--- src/rtl/hack_soc_pkg.sv ---
// Shared definitions for the hack_soc memory-port arbiters and their helpers.
package hack_soc_pkg;

    typedef enum logic [1:0] {
        ST_IDLE  = 2'd0,
        ST_ISSUE = 2'd1,
        ST_WAIT  = 2'd2,
        ST_RESP  = 2'd3
    } arb_state_t;

    localparam logic GNT_DISP = 1'b0;
    localparam logic GNT_CPU  = 1'b1;

    localparam int DEF_TIMEOUT        = 255;
    localparam int DEF_MAX_DISP_BURST = 4;
    localparam int WD_WIDTH           = 8;

endpackage

--- src/rtl/arb_watchdog.sv ---
// Loadable down-counter watchdog: start loads, clear disarms, expired flags an
// armed counter that has reached zero.
module arb_watchdog #(
    parameter int WIDTH = 8
) (
    input  logic             clk,
    input  logic             reset,
    input  logic             start,
    input  logic [WIDTH-1:0] load,
    input  logic             clear,
    output logic             expired
);

    logic [WIDTH-1:0] cnt;
    logic             active;

    always_ff @(posedge clk) begin
        if (reset || clear) begin
            cnt    <= '0;
            active <= 1'b0;
        end else if (start) begin
            cnt    <= load;
            active <= 1'b1;
        end else if (active && cnt != '0) begin
            cnt <= cnt - 1'b1;
        end
    end

    assign expired = active && (cnt == '0);

endmodule

--- src/rtl/vram_port_arbiter.sv ---
// Two-requester arbiter in front of the single-transaction VRAM SPI controller:
// display has priority, CPU is guaranteed a slot after a bounded display burst.
module vram_port_arbiter
    import hack_soc_pkg::*;
#(
    parameter int ADDR_WIDTH     = 16,
    parameter int DATA_WIDTH     = 16,
    parameter int MAX_DISP_BURST = DEF_MAX_DISP_BURST,
    parameter int TIMEOUT        = DEF_TIMEOUT
) (
    input  logic                  clk,
    input  logic                  reset,
    input  logic                  disp_req,
    input  logic [ADDR_WIDTH-1:0] disp_addr,
    output logic                  disp_ack,
    output logic [DATA_WIDTH-1:0] disp_rdata,
    input  logic                  cpu_req,
    input  logic                  cpu_we,
    input  logic [ADDR_WIDTH-1:0] cpu_addr,
    input  logic [DATA_WIDTH-1:0] cpu_wdata,
    output logic                  cpu_ack,
    output logic [DATA_WIDTH-1:0] cpu_rdata,
    output logic                  mem_start,
    output logic                  mem_we,
    output logic [ADDR_WIDTH-1:0] mem_addr,
    output logic [DATA_WIDTH-1:0] mem_wdata,
    input  logic                  mem_done,
    input  logic [DATA_WIDTH-1:0] mem_rdata,
    output logic                  timeout_err
);

    localparam int SW = (MAX_DISP_BURST < 1) ? 1 : $clog2(MAX_DISP_BURST + 1);
    localparam logic [SW-1:0]       BURST_MAX = SW'(MAX_DISP_BURST);
    localparam logic [WD_WIDTH-1:0] WD_LOAD   = WD_WIDTH'(TIMEOUT);

    arb_state_t    state, state_nxt;
    logic          gnt;
    logic [SW-1:0] starve_cnt;
    logic          grant, pick, wd_start, wd_clear, wd_expired, finish, abort;

    arb_watchdog #(.WIDTH(WD_WIDTH)) u_wd (
        .clk     (clk),
        .reset   (reset),
        .start   (wd_start),
        .load    (WD_LOAD),
        .clear   (wd_clear),
        .expired (wd_expired)
    );

    always_ff @(posedge clk) begin
        if (reset) state <= ST_IDLE;
        else       state <= state_nxt;
    end

    always_comb begin
        state_nxt = state;
        grant     = 1'b0;
        pick      = GNT_DISP;
        wd_start  = 1'b0;
        wd_clear  = 1'b0;
        finish    = 1'b0;
        abort     = 1'b0;
        case (state)
            ST_IDLE: begin
                if (disp_req || cpu_req) begin
                    grant     = 1'b1;
                    pick      = (cpu_req && (!disp_req || starve_cnt == BURST_MAX)) ? GNT_CPU : GNT_DISP;
                    state_nxt = ST_ISSUE;
                end
            end
            ST_ISSUE: begin
                wd_start  = 1'b1;
                state_nxt = ST_WAIT;
            end
            ST_WAIT: begin
                // A real completion beats a coincident watchdog expiry.
                if (mem_done) begin
                    finish    = 1'b1;
                    wd_clear  = 1'b1;
                    state_nxt = ST_RESP;
                end else if (wd_expired) begin
                    abort     = 1'b1;
                    wd_clear  = 1'b1;
                    state_nxt = ST_RESP;
                end
            end
            ST_RESP: state_nxt = ST_IDLE;
            default: state_nxt = ST_IDLE;
        endcase
    end

    always_ff @(posedge clk) begin
        if (reset) begin
            gnt         <= GNT_DISP;
            starve_cnt  <= '0;
            mem_start   <= 1'b0;
            mem_we      <= 1'b0;
            mem_addr    <= '0;
            mem_wdata   <= '0;
            disp_ack    <= 1'b0;
            disp_rdata  <= '0;
            cpu_ack     <= 1'b0;
            cpu_rdata   <= '0;
            timeout_err <= 1'b0;
        end else begin
            mem_start <= grant;
            disp_ack  <= (finish || abort) && (gnt == GNT_DISP);
            cpu_ack   <= (finish || abort) && (gnt == GNT_CPU);
            if (grant) begin
                gnt <= pick;
                if (pick == GNT_CPU) begin
                    mem_we     <= cpu_we;
                    mem_addr   <= cpu_addr;
                    mem_wdata  <= cpu_wdata;
                    starve_cnt <= '0;
                end else begin
                    mem_we    <= 1'b0;
                    mem_addr  <= disp_addr;
                    mem_wdata <= '0;
                    if (cpu_req && starve_cnt != BURST_MAX)
                        starve_cnt <= starve_cnt + 1'b1;
                end
            end
            if (finish || abort) begin
                if (gnt == GNT_DISP) disp_rdata <= finish ? mem_rdata : '0;
                else                 cpu_rdata  <= finish ? mem_rdata : '0;
            end
            if (abort) timeout_err <= 1'b1;
        end
    end

endmodule
--- config.mk ---
export PLATFORM = sky130hd
export DESIGN_NAME = vram_port_arbiter
export DESIGN_NICKNAME = d
export VERILOG_FILES = /design/src/rtl/hack_soc_pkg.sv /design/src/rtl/arb_watchdog.sv /design/src/rtl/vram_port_arbiter.sv
export SDC_FILE = /design/constraint.sdc
export NUM_CORES = 1
export LEC_CHECK = 0
export BUFFER_PORTS_ARGS = -buffer_cell sky130_fd_sc_hd__buf_2
export CAP_MARGIN = 20
export CORE_MARGIN = 5
export CORE_UTILIZATION = 49
export CTS_CLUSTER_DIAMETER = 150
export DETAILED_ROUTE_END_ITERATION = 7
export PLACE_DENSITY = 0.8
export SETUP_SLACK_MARGIN = 0.2
export SLEW_MARGIN = 10
export SYNTH_ARGS = -nofsm -noshare
export SYNTH_HDL_FRONTEND = slang
export SYNTH_SLANG_ARGS = --single-unit
--- constraint.sdc ---
create_clock -name clk -period 2 [get_ports clk]
set_clock_uncertainty 0.15 [all_clocks]
set_input_delay 0.4 -clock clk [delete_from_list [all_inputs] [get_ports clk]]
set_output_delay 0.4 -clock clk [all_outputs]
set_load 0.01 [all_outputs]
==> results of run 1 <==
[metal layers]
metal | up-vias | GRT usage [%]
met5 | - | 0
li1 | 1725 | -
met1 | 1737 | 26.4
met4 | 0 | 9.72
met2 | 168 | 36.4
met3 | 22 | 6.00
[sequential cells by signal, indices dropped and copies added (netlist names), 2 cells and up]
name / count
mem_addr: 16
starve_cnt: 3
mem_wdata: 16
disp_rdata: 16
state: 2
cpu_rdata: 16
u_wd.cnt: 8
[cell families (layout without fill, tap and decap cells)]
group / count (synthesis) / in the layout / share of synthesized area, %
adders and majority gates: 8 / 8 / 2.79
and+or+nand+nor: 122 / 122 / 17.8
AOI/OAI and AO/OA: 127 / 127 / 25.7
xor gates and xnor gates: 3 / 3 / 0.731
buffers and inverters: 43 / 190 / 6.20
DFF: 84 / 84 / 46.8
[power by group]
part | switching (mW) | internal (mW) | leakage [nW]
clock | 0.628 | 0.774 | 0.112
sequential | 0.251 | 1.98 | 0.687
combinational | 1.26 | 0.980 | 1.34
total | 2.14 | 3.73 | 2.14
[tightest hold or removal path, cell delays in order]
cell,delay [ns]
sky130_fd_sc_hd__buf_2,0.07
sky130_fd_sc_hd__o221ai_1,0.08
sky130_fd_sc_hd__nand2_1,0.06
[repair_timing]
action                     in CTS  in global routing
setup buffers                   2                  3
pin swaps                       2                 29
gates cloned                    2                  3
setup endpoints to repair      43                 74
gates resized for setup        15                 50
[per-stage QoR]
| step | power, mW | setup slack, ns | TNS [ns] |
|---|---|---|---|
| 3_5_place_dp | 4.06 | -0.0544 | -0.285 |
| 4_1_cts | 5.59 | 0.170 | 0 |
| 5_1_grt | 6.18 | 0.0512 | 0 |
| 3_3_place_gp | 3.98 | 0.0737 | 0 |
| 6_report | 5.86 | 0.0913 | 0 |
| 2_1_floorplan | 3.43 | 0.201 | 0 |
[final timing paths]
path / start / end / slack [ns] / depth (start not counted)
max: state[0] / disp_rdata[1] / 0.09 / 9
min: disp_addr[6] / mem_addr[6] / 0.14 / 3
max reg2reg: state[0] / disp_rdata[1] / 0.09 / 9
min reg2reg: mem_addr[11] / mem_addr[11] / 0.32 / 2
[layout make-up]
cell class	count	area share (%)
clock buffer	11	3.00
clock inverter	5	1.66
timing repair buffer	164	20.7
multi-input combinational	260	37.6
sequential	84	33.6
tap	99	2.46
inverter	10	0.893
[synthesized netlist by cell type, types with 2 or more instances]
| cell type | count |
|---|---|
| sky130_fd_sc_hd__buf_4 | 3 |
| sky130_fd_sc_hd__nor2_1 | 25 |
| sky130_fd_sc_hd__o21ai_0 | 2 |
| sky130_fd_sc_hd__nand3b_1 | 16 |
| sky130_fd_sc_hd__a21oi_1 | 43 |
| sky130_fd_sc_hd__nor3b_2 | 3 |
| sky130_fd_sc_hd__nor3_2 | 2 |
| sky130_fd_sc_hd__dfxtp_1 | 84 |
| sky130_fd_sc_hd__xnor2_1 | 3 |
| sky130_fd_sc_hd__nand4_1 | 3 |
| sky130_fd_sc_hd__a211oi_1 | 5 |
| sky130_fd_sc_hd__clkbuf_8 | 3 |
| sky130_fd_sc_hd__ha_1 | 8 |
| sky130_fd_sc_hd__and4_1 | 2 |
| sky130_fd_sc_hd__clkbuf_1 | 14 |
| sky130_fd_sc_hd__a22oi_1 | 17 |
| sky130_fd_sc_hd__buf_2 | 10 |
| sky130_fd_sc_hd__inv_1 | 9 |
| sky130_fd_sc_hd__and3_1 | 3 |
| sky130_fd_sc_hd__o221ai_1 | 16 |
| sky130_fd_sc_hd__buf_1 | 2 |
| sky130_fd_sc_hd__nand2_1 | 53 |
| sky130_fd_sc_hd__a311oi_1 | 34 |
| sky130_fd_sc_hd__nor3_1 | 5 |
==> impl_summary.log, run 1 <==
INFO  metric timing.slew.headroom = 63.9%
INFO  metric power_density = 1160 nW/µm²
INFO  metric setup_viol = 0
INFO  metric critical_path_required = 2.11 ns
INFO  metric tritoncts_buffers = 9
INFO  metric final_common_cell = sky130_fd_sc_hd__buf_2
INFO  metric drt_iter0_drc = 242
INFO  metric buffer_ports.inserted = 138
INFO  metric slew_violations = 0
INFO  metric mostFrequentLayoutCells = sky130_fd_sc_hd__buf_2 (138), sky130_fd_sc_hd__dfxtp_1 (79), sky130_fd_sc_hd__nand2_1 (49), sky130_fd_sc_hd__a21oi_1 (35), sky130_fd_sc_hd__nor2_1 (24)
INFO  metric multiInputGateArea = 1900 µm²
INFO  metric post_route_cells_drive_above_1_share = 44.4%
INFO  metric routed_wirelength = 10.9 mm
INFO  metric critPathBufInv = 5
INFO  metric run_status = complete, no violations
INFO  metric dr_total_vias = 3,652
INFO  metric yosysWarningCount = 0
INFO  metric detailed_route_wire_length_per_cell = 17.2 µm
INFO  metric highest-signal-layer = met4
INFO  metric detail_route.drc_violations = 0
INFO  metric start_util = 49.8%
INFO  metric clock_tree.buffer_depth = 2
INFO  metric path_cells = inv_4, ha_4, inv_4, buf_6, nor3_4, buf_6, buf_16, nand2_4, a311oi_2
INFO  metric clock_sink_count = 84
INFO  metric filler_cell_count = 543
INFO  metric postCtsHoldBufs = 0
INFO  metric synth_top_flop_cell = sky130_fd_sc_hd__dfxtp_1
INFO  metric placement.cell_area = 4380 µm²
INFO  metric coreArea = 7210 µm²
INFO  metric arrival = 2.02 ns
INFO  metric worst_slew_pin_slew = 0.540 ns
INFO  metric die-area = 9150 µm²
INFO  metric die_w = 95.6 µm
INFO  metric dp.final_hpwl = 6.79 mm
INFO  metric final_min_period_over_clock_period = 95.4%
INFO  metric cpPeakStageDelay = 0.36 ns
INFO  metric yosys-top-cells-area = sky130_fd_sc_hd__dfxtp_1 (47%), sky130_fd_sc_hd__a311oi_1 (8.3%), sky130_fd_sc_hd__a21oi_1 (6.0%)
INFO  metric first_pass_iters = 4
INFO  metric dr_wl_met3 = 827 µm
INFO  metric timing_hold_violations_final = 0
INFO  metric synth_top_cell_area_share = 46.8%
INFO  metric worstHoldPathType = in2reg
INFO  metric via_density_per_instance = 5.77
INFO  metric postSynthAreaPerCell = 9.29 µm²
INFO  metric grt-ovfl-total = 0
INFO  metric postLayoutCoreUtil = 69.9%
INFO  metric number_of_max_capacitance_violations_reported = 0
INFO  metric grt_pass1_wl = 15.8 mm
INFO  metric power.leakage = 2.14 nW
INFO  metric start_kind = register
INFO  metric cp-end-kind = register
INFO  metric area.growth.synth_to_final = 40.3%
INFO  metric vdd.ir_drop.worst = 0.696 mV
INFO  metric met1Wirelength = 4.32 mm
INFO  metric instances_no_fill = 633
INFO  metric gp_congestion = 0.770
INFO  metric cts_max_level = 3
INFO  metric syn-instance-count = 387
INFO  metric path_class = reg2reg
INFO  metric critPathTopFamily = buffers and inverters
INFO  metric clk_transition_reported_paths = 0.09 ns
INFO  metric ys_async_sr_fraction = 0%
INFO  metric die_height = 95.6 µm
INFO  metric tritoncts_clock_tree = built
INFO  metric yosys_register_bits = 84
INFO  metric critPathMaxFanout = 8
INFO  metric first_global_vias = 3,464
INFO  metric fin_crit = 1.91 ns
INFO  metric yosys.area.top_type = sky130_fd_sc_hd__dfxtp_1
INFO  metric track_usage = 21.9%
INFO  metric met2_wirelength = 5.53 mm
INFO  metric boundaryPins = 139
INFO  metric max_clock_freq = 0.524 GHz
INFO  metric floorplan.rows = 31
INFO  metric synth-edff-count = 0
INFO  metric yosysSeqAreaShare = 46.8%
INFO  metric timing.critical_path.slowest_stage_cell = sky130_fd_sc_hd__dfxtp_4
INFO  metric timing.hold.ws = 0.138 ns
INFO  metric grt_start_max_net_pins = 33
INFO  metric register_area = 1700 µm²
INFO  metric grt_antenna_before_repair = 0
INFO  metric post_synth_cell_types = 46
INFO  metric antenna_violating_nets_post_route = 0
INFO  metric synthesis.nets = 465
INFO  metric synth.cell_area = 3590 µm²
INFO  metric final_design_area_no_fill = 5040 µm²
INFO  metric clock-root-buffer = sky130_fd_sc_hd__clkbuf_8
INFO  metric insertedDiodeCount = 0
INFO  metric worstSkewPairLatency = 0.35 ns
INFO  metric nNetsFinal = 607
INFO  metric dp.cells = 607
INFO  metric setup_repair_after_global_routing_missed_its_margin = true
Power figures use the tool's default switching activity.
==> run 2: changes to the inputs <==
--- a/config.mk
+++ b/config.mk
@@ -8,11 +8,11 @@
 export BUFFER_PORTS_ARGS = -buffer_cell sky130_fd_sc_hd__buf_2
 export CAP_MARGIN = 20
 export CORE_MARGIN = 5
-export CORE_UTILIZATION = 49
+export CORE_UTILIZATION = 40
 export CTS_CLUSTER_DIAMETER = 150
 export DETAILED_ROUTE_END_ITERATION = 7
-export PLACE_DENSITY = 0.8
-export SETUP_SLACK_MARGIN = 0.2
+export PLACE_DENSITY = 0.68
+export SETUP_SLACK_MARGIN = 0.3
 export SLEW_MARGIN = 10
 export SYNTH_ARGS = -nofsm -noshare
 export SYNTH_HDL_FRONTEND = slang
==> constraint.sdc (replaced) <==
create_clock -name clk -period 2.4 [get_ports clk]
set_clock_uncertainty 0.15 [all_clocks]
set_input_delay 0.48 -clock clk [delete_from_list [all_inputs] [get_ports clk]]
set_output_delay 0.48 -clock clk [all_outputs]
set_load 0.01 [all_outputs]
==> run 2 against run 1 <==
Clock-buffer cell count down 1. Combinational power down 32%. First-iteration DRC count down 32%. Utilization down 18 points. Die area up 20%. Cell area down 9.7%. Routed wire length down 12%. Maximum frequency down 0.24%. Critical path depth down 3. Global-route usage down 5.0 points. Largest power group is now registers.
==> impl_summary.log, run 2 (synthesis results as in run 1) <==
INFO  metric run_status = complete, no violations
INFO  metric mostFrequentLayoutCells = sky130_fd_sc_hd__buf_2 (138), sky130_fd_sc_hd__dfxtp_1 (84), sky130_fd_sc_hd__nand2_1 (53), sky130_fd_sc_hd__a21oi_1 (43), sky130_fd_sc_hd__a311oi_1 (34)
INFO  metric fin_crit = 1.91 ns (+0.00453 ns)
INFO  metric max_clock_freq = 0.523 GHz (-0.24%)
INFO  metric setup_repair_after_global_routing_missed_its_margin = false
INFO  metric arrival = 1.96 ns (-0.06 ns)
INFO  metric die_w = 105 µm (+9.6%)
INFO  metric detail_route.drc_violations = 0 (unchanged)
INFO  metric routed_wirelength = 9.57 mm (-12%)
INFO  metric vdd.ir_drop.worst = 0.538 mV (-23%)
INFO  metric cp-end-kind = register
INFO  metric number_of_max_capacitance_violations_reported = 0 (unchanged)
INFO  metric worstSkewPairLatency = 0.35 ns (about the same)
INFO  metric power.total = 4.40 mW (-25%)
INFO  metric setup_slack = 0.487 ns (+0.395 ns)
INFO  metric grt-ovfl-total = 0 (unchanged)
INFO  metric dp.final_hpwl = 6.71 mm (-1.2%)
INFO  metric power.leakage = 1.95 nW (-8.9%)
INFO  metric critPathMaxFanout = 24 (+16)
INFO  metric pre_cts_slack = 0.286 ns (+0.341 ns)
INFO  metric clk_transition_reported_paths = 0.09 ns (about the same)
INFO  metric final_design_area_no_fill = 4560 µm² (-9.7%)
INFO  metric insertedDiodeCount = 0 (unchanged)
INFO  metric worst_slew_pin_slew = 0.682 ns (+0.142 ns)
INFO  metric buffer_ports.inserted = 138 (unchanged)
INFO  metric postLayoutCoreUtil = 52.2% (-18 points)
INFO  metric floorplan.rows = 34 (+9.7%)
INFO  metric netSwitchingFraction = 37.1% (+0.68 points)
INFO  metric cpPeakStageDelay = 0.35 ns (about the same)
INFO  metric grt_pass1_wl = 15.8 mm (-0.39%)
INFO  metric clock_tree.buffer_depth = 2 (unchanged)
INFO  metric power.switching = 1.63 mW (-23%)
INFO  metric die-area = 11,000 µm² (+20%)
INFO  metric post_route_cells_drive_above_1_share = 35.3% (-9.1 points)
INFO  metric clock_sink_count = 84 (unchanged)
INFO  metric area.growth.synth_to_final = 26.8%
INFO  metric nNetsFinal = 592 (-2.5%)
INFO  metric postCtsHoldBufs = 0 (unchanged)
INFO  metric seq_power_share = 41.3% (+3.3 points)
INFO  metric path_class = reg2reg
INFO  metric timing.critical_path.slowest_stage_cell = sky130_fd_sc_hd__dfxtp_1
INFO  metric setup_viol = 0 (unchanged)
INFO  metric placement.cell_area = 4330 µm² (-1.2%)
INFO  metric via_density_per_instance = 5.44 (-5.6%)
INFO  metric dr_total_vias = 3,414 (-6.5%)
INFO  metric cts_max_level = 3 (unchanged)
INFO  metric final_common_cell = sky130_fd_sc_hd__buf_2
INFO  metric critical_path_required = 2.44 ns (+0.33 ns)
INFO  metric dp.cells = 611 (+0.66%)
INFO  metric grt_start_max_net_pins = 35 (+6.1%)
INFO  metric postCtsSetupBuffers = 0 (-2)
INFO  metric slew_violations = 0 (unchanged)
INFO  metric gp_congestion = 0.770 (about the same)
INFO  metric first_global_vias = 3,285 (-5.2%)
INFO  metric comb_power_share = 34.8% (-3.3 points)
INFO  metric drt_iter0_drc = 165 (-32%)
INFO  metric power_frac_clock = 23.9% (about the same)
INFO  metric post_cts_resized = 1 (-14)
INFO  metric path_cells = inv_1, ha_1, nor3b_4, a31o_4, buf_12, a311oi_1
INFO  metric power_density = 967 nW/µm² (-17%)
INFO  metric first_pass_iters = 4 (unchanged)
INFO  metric coreArea = 8720 µm² (+21%)
INFO  metric timing_hold_violations_final = 0 (unchanged)
INFO  metric cellInternalPower = 2.77 mW (-26%)
INFO  metric boundaryPins = 139 (unchanged)
INFO  metric antenna_violating_nets_post_route = 0 (unchanged)
INFO  metric fin_tns_setup = 0 ns (unchanged)
INFO  metric worstHoldPathType = in2reg
INFO  metric timing.hold.ws = 0.225 ns (+0.0876 ns)
INFO  metric tritoncts_buffers = 9 (unchanged)
INFO  metric grt_antenna_before_repair = 0 (unchanged)
INFO  metric timing.slew.headroom = 54.5% (-9.4 points)
INFO  metric start_kind = register
INFO  metric tritoncts_clock_tree = built
INFO  metric detailed_route_wire_length_per_cell = 15.3 µm (-11%)
INFO  metric instances_no_fill = 627 (-0.95%)
INFO  metric final_min_period_over_clock_period = 79.7% (-16 points)
INFO  metric start_util = 41.2% (-8.6 points)
INFO  metric track_usage = 16.9% (-5.0 points)
INFO  metric die_height = 105 µm (+9.6%)
INFO  metric clock-root-buffer = sky130_fd_sc_hd__clkbuf_8
[run 2: worst paths after layout]
| kind | from | endpoint | slack, ns | cells past startpoint |
|---|---|---|---|---|
| hold / removal | cpu_wdata[14] | mem_wdata[14] | 0.23 | 3 |
| setup / recovery | u_wd.cnt[0] | disp_rdata[8] | 0.49 | 6 |
| hold reg to reg | mem_addr[8] | mem_addr[8] | 0.32 | 2 |
| setup reg to reg | u_wd.cnt[0] | disp_rdata[8] | 0.49 | 6 |
[run 2: worst max-delay path: cells and delay by family (launching register included)]
family                   cells  cell delay (ns)
adder cells (fa/ha/maj)      1             0.16
flip-flops                   1             0.35
buffers and inverters        2             0.31
AO/OA/AOI/OAI                2             0.44
AND/OR/NAND/NOR              1             0.35
[run 2: layout make-up]
type	instances	area, µm²
Clock buffer	10	138
Clock inverter	6	71.3
Fill cell	797	4170
Inverter	10	37.5
Multi-Input combinational cell	260	1710
Sequential cell	84	1680
Tap cell	108	135
Timing Repair Buffer	149	786
[run 2: layer usage]
layer	wire, µm	global-route usage (%)
met2	4480	27.0
met4	112	5.48
met1	4240	21.5
met5	0	0
met3	731	5.55
[run 2: power groups by stage]
stage	Combinational, mW	Clock (mW)	Sequential [mW]
detailed placement	1.51	0	1.84
global route	1.71	1.15	1.85
CTS	1.52	1.08	1.81
floorplan	0.973	0	1.88
global placement	1.47	0	1.83
finish	1.53	1.05	1.82
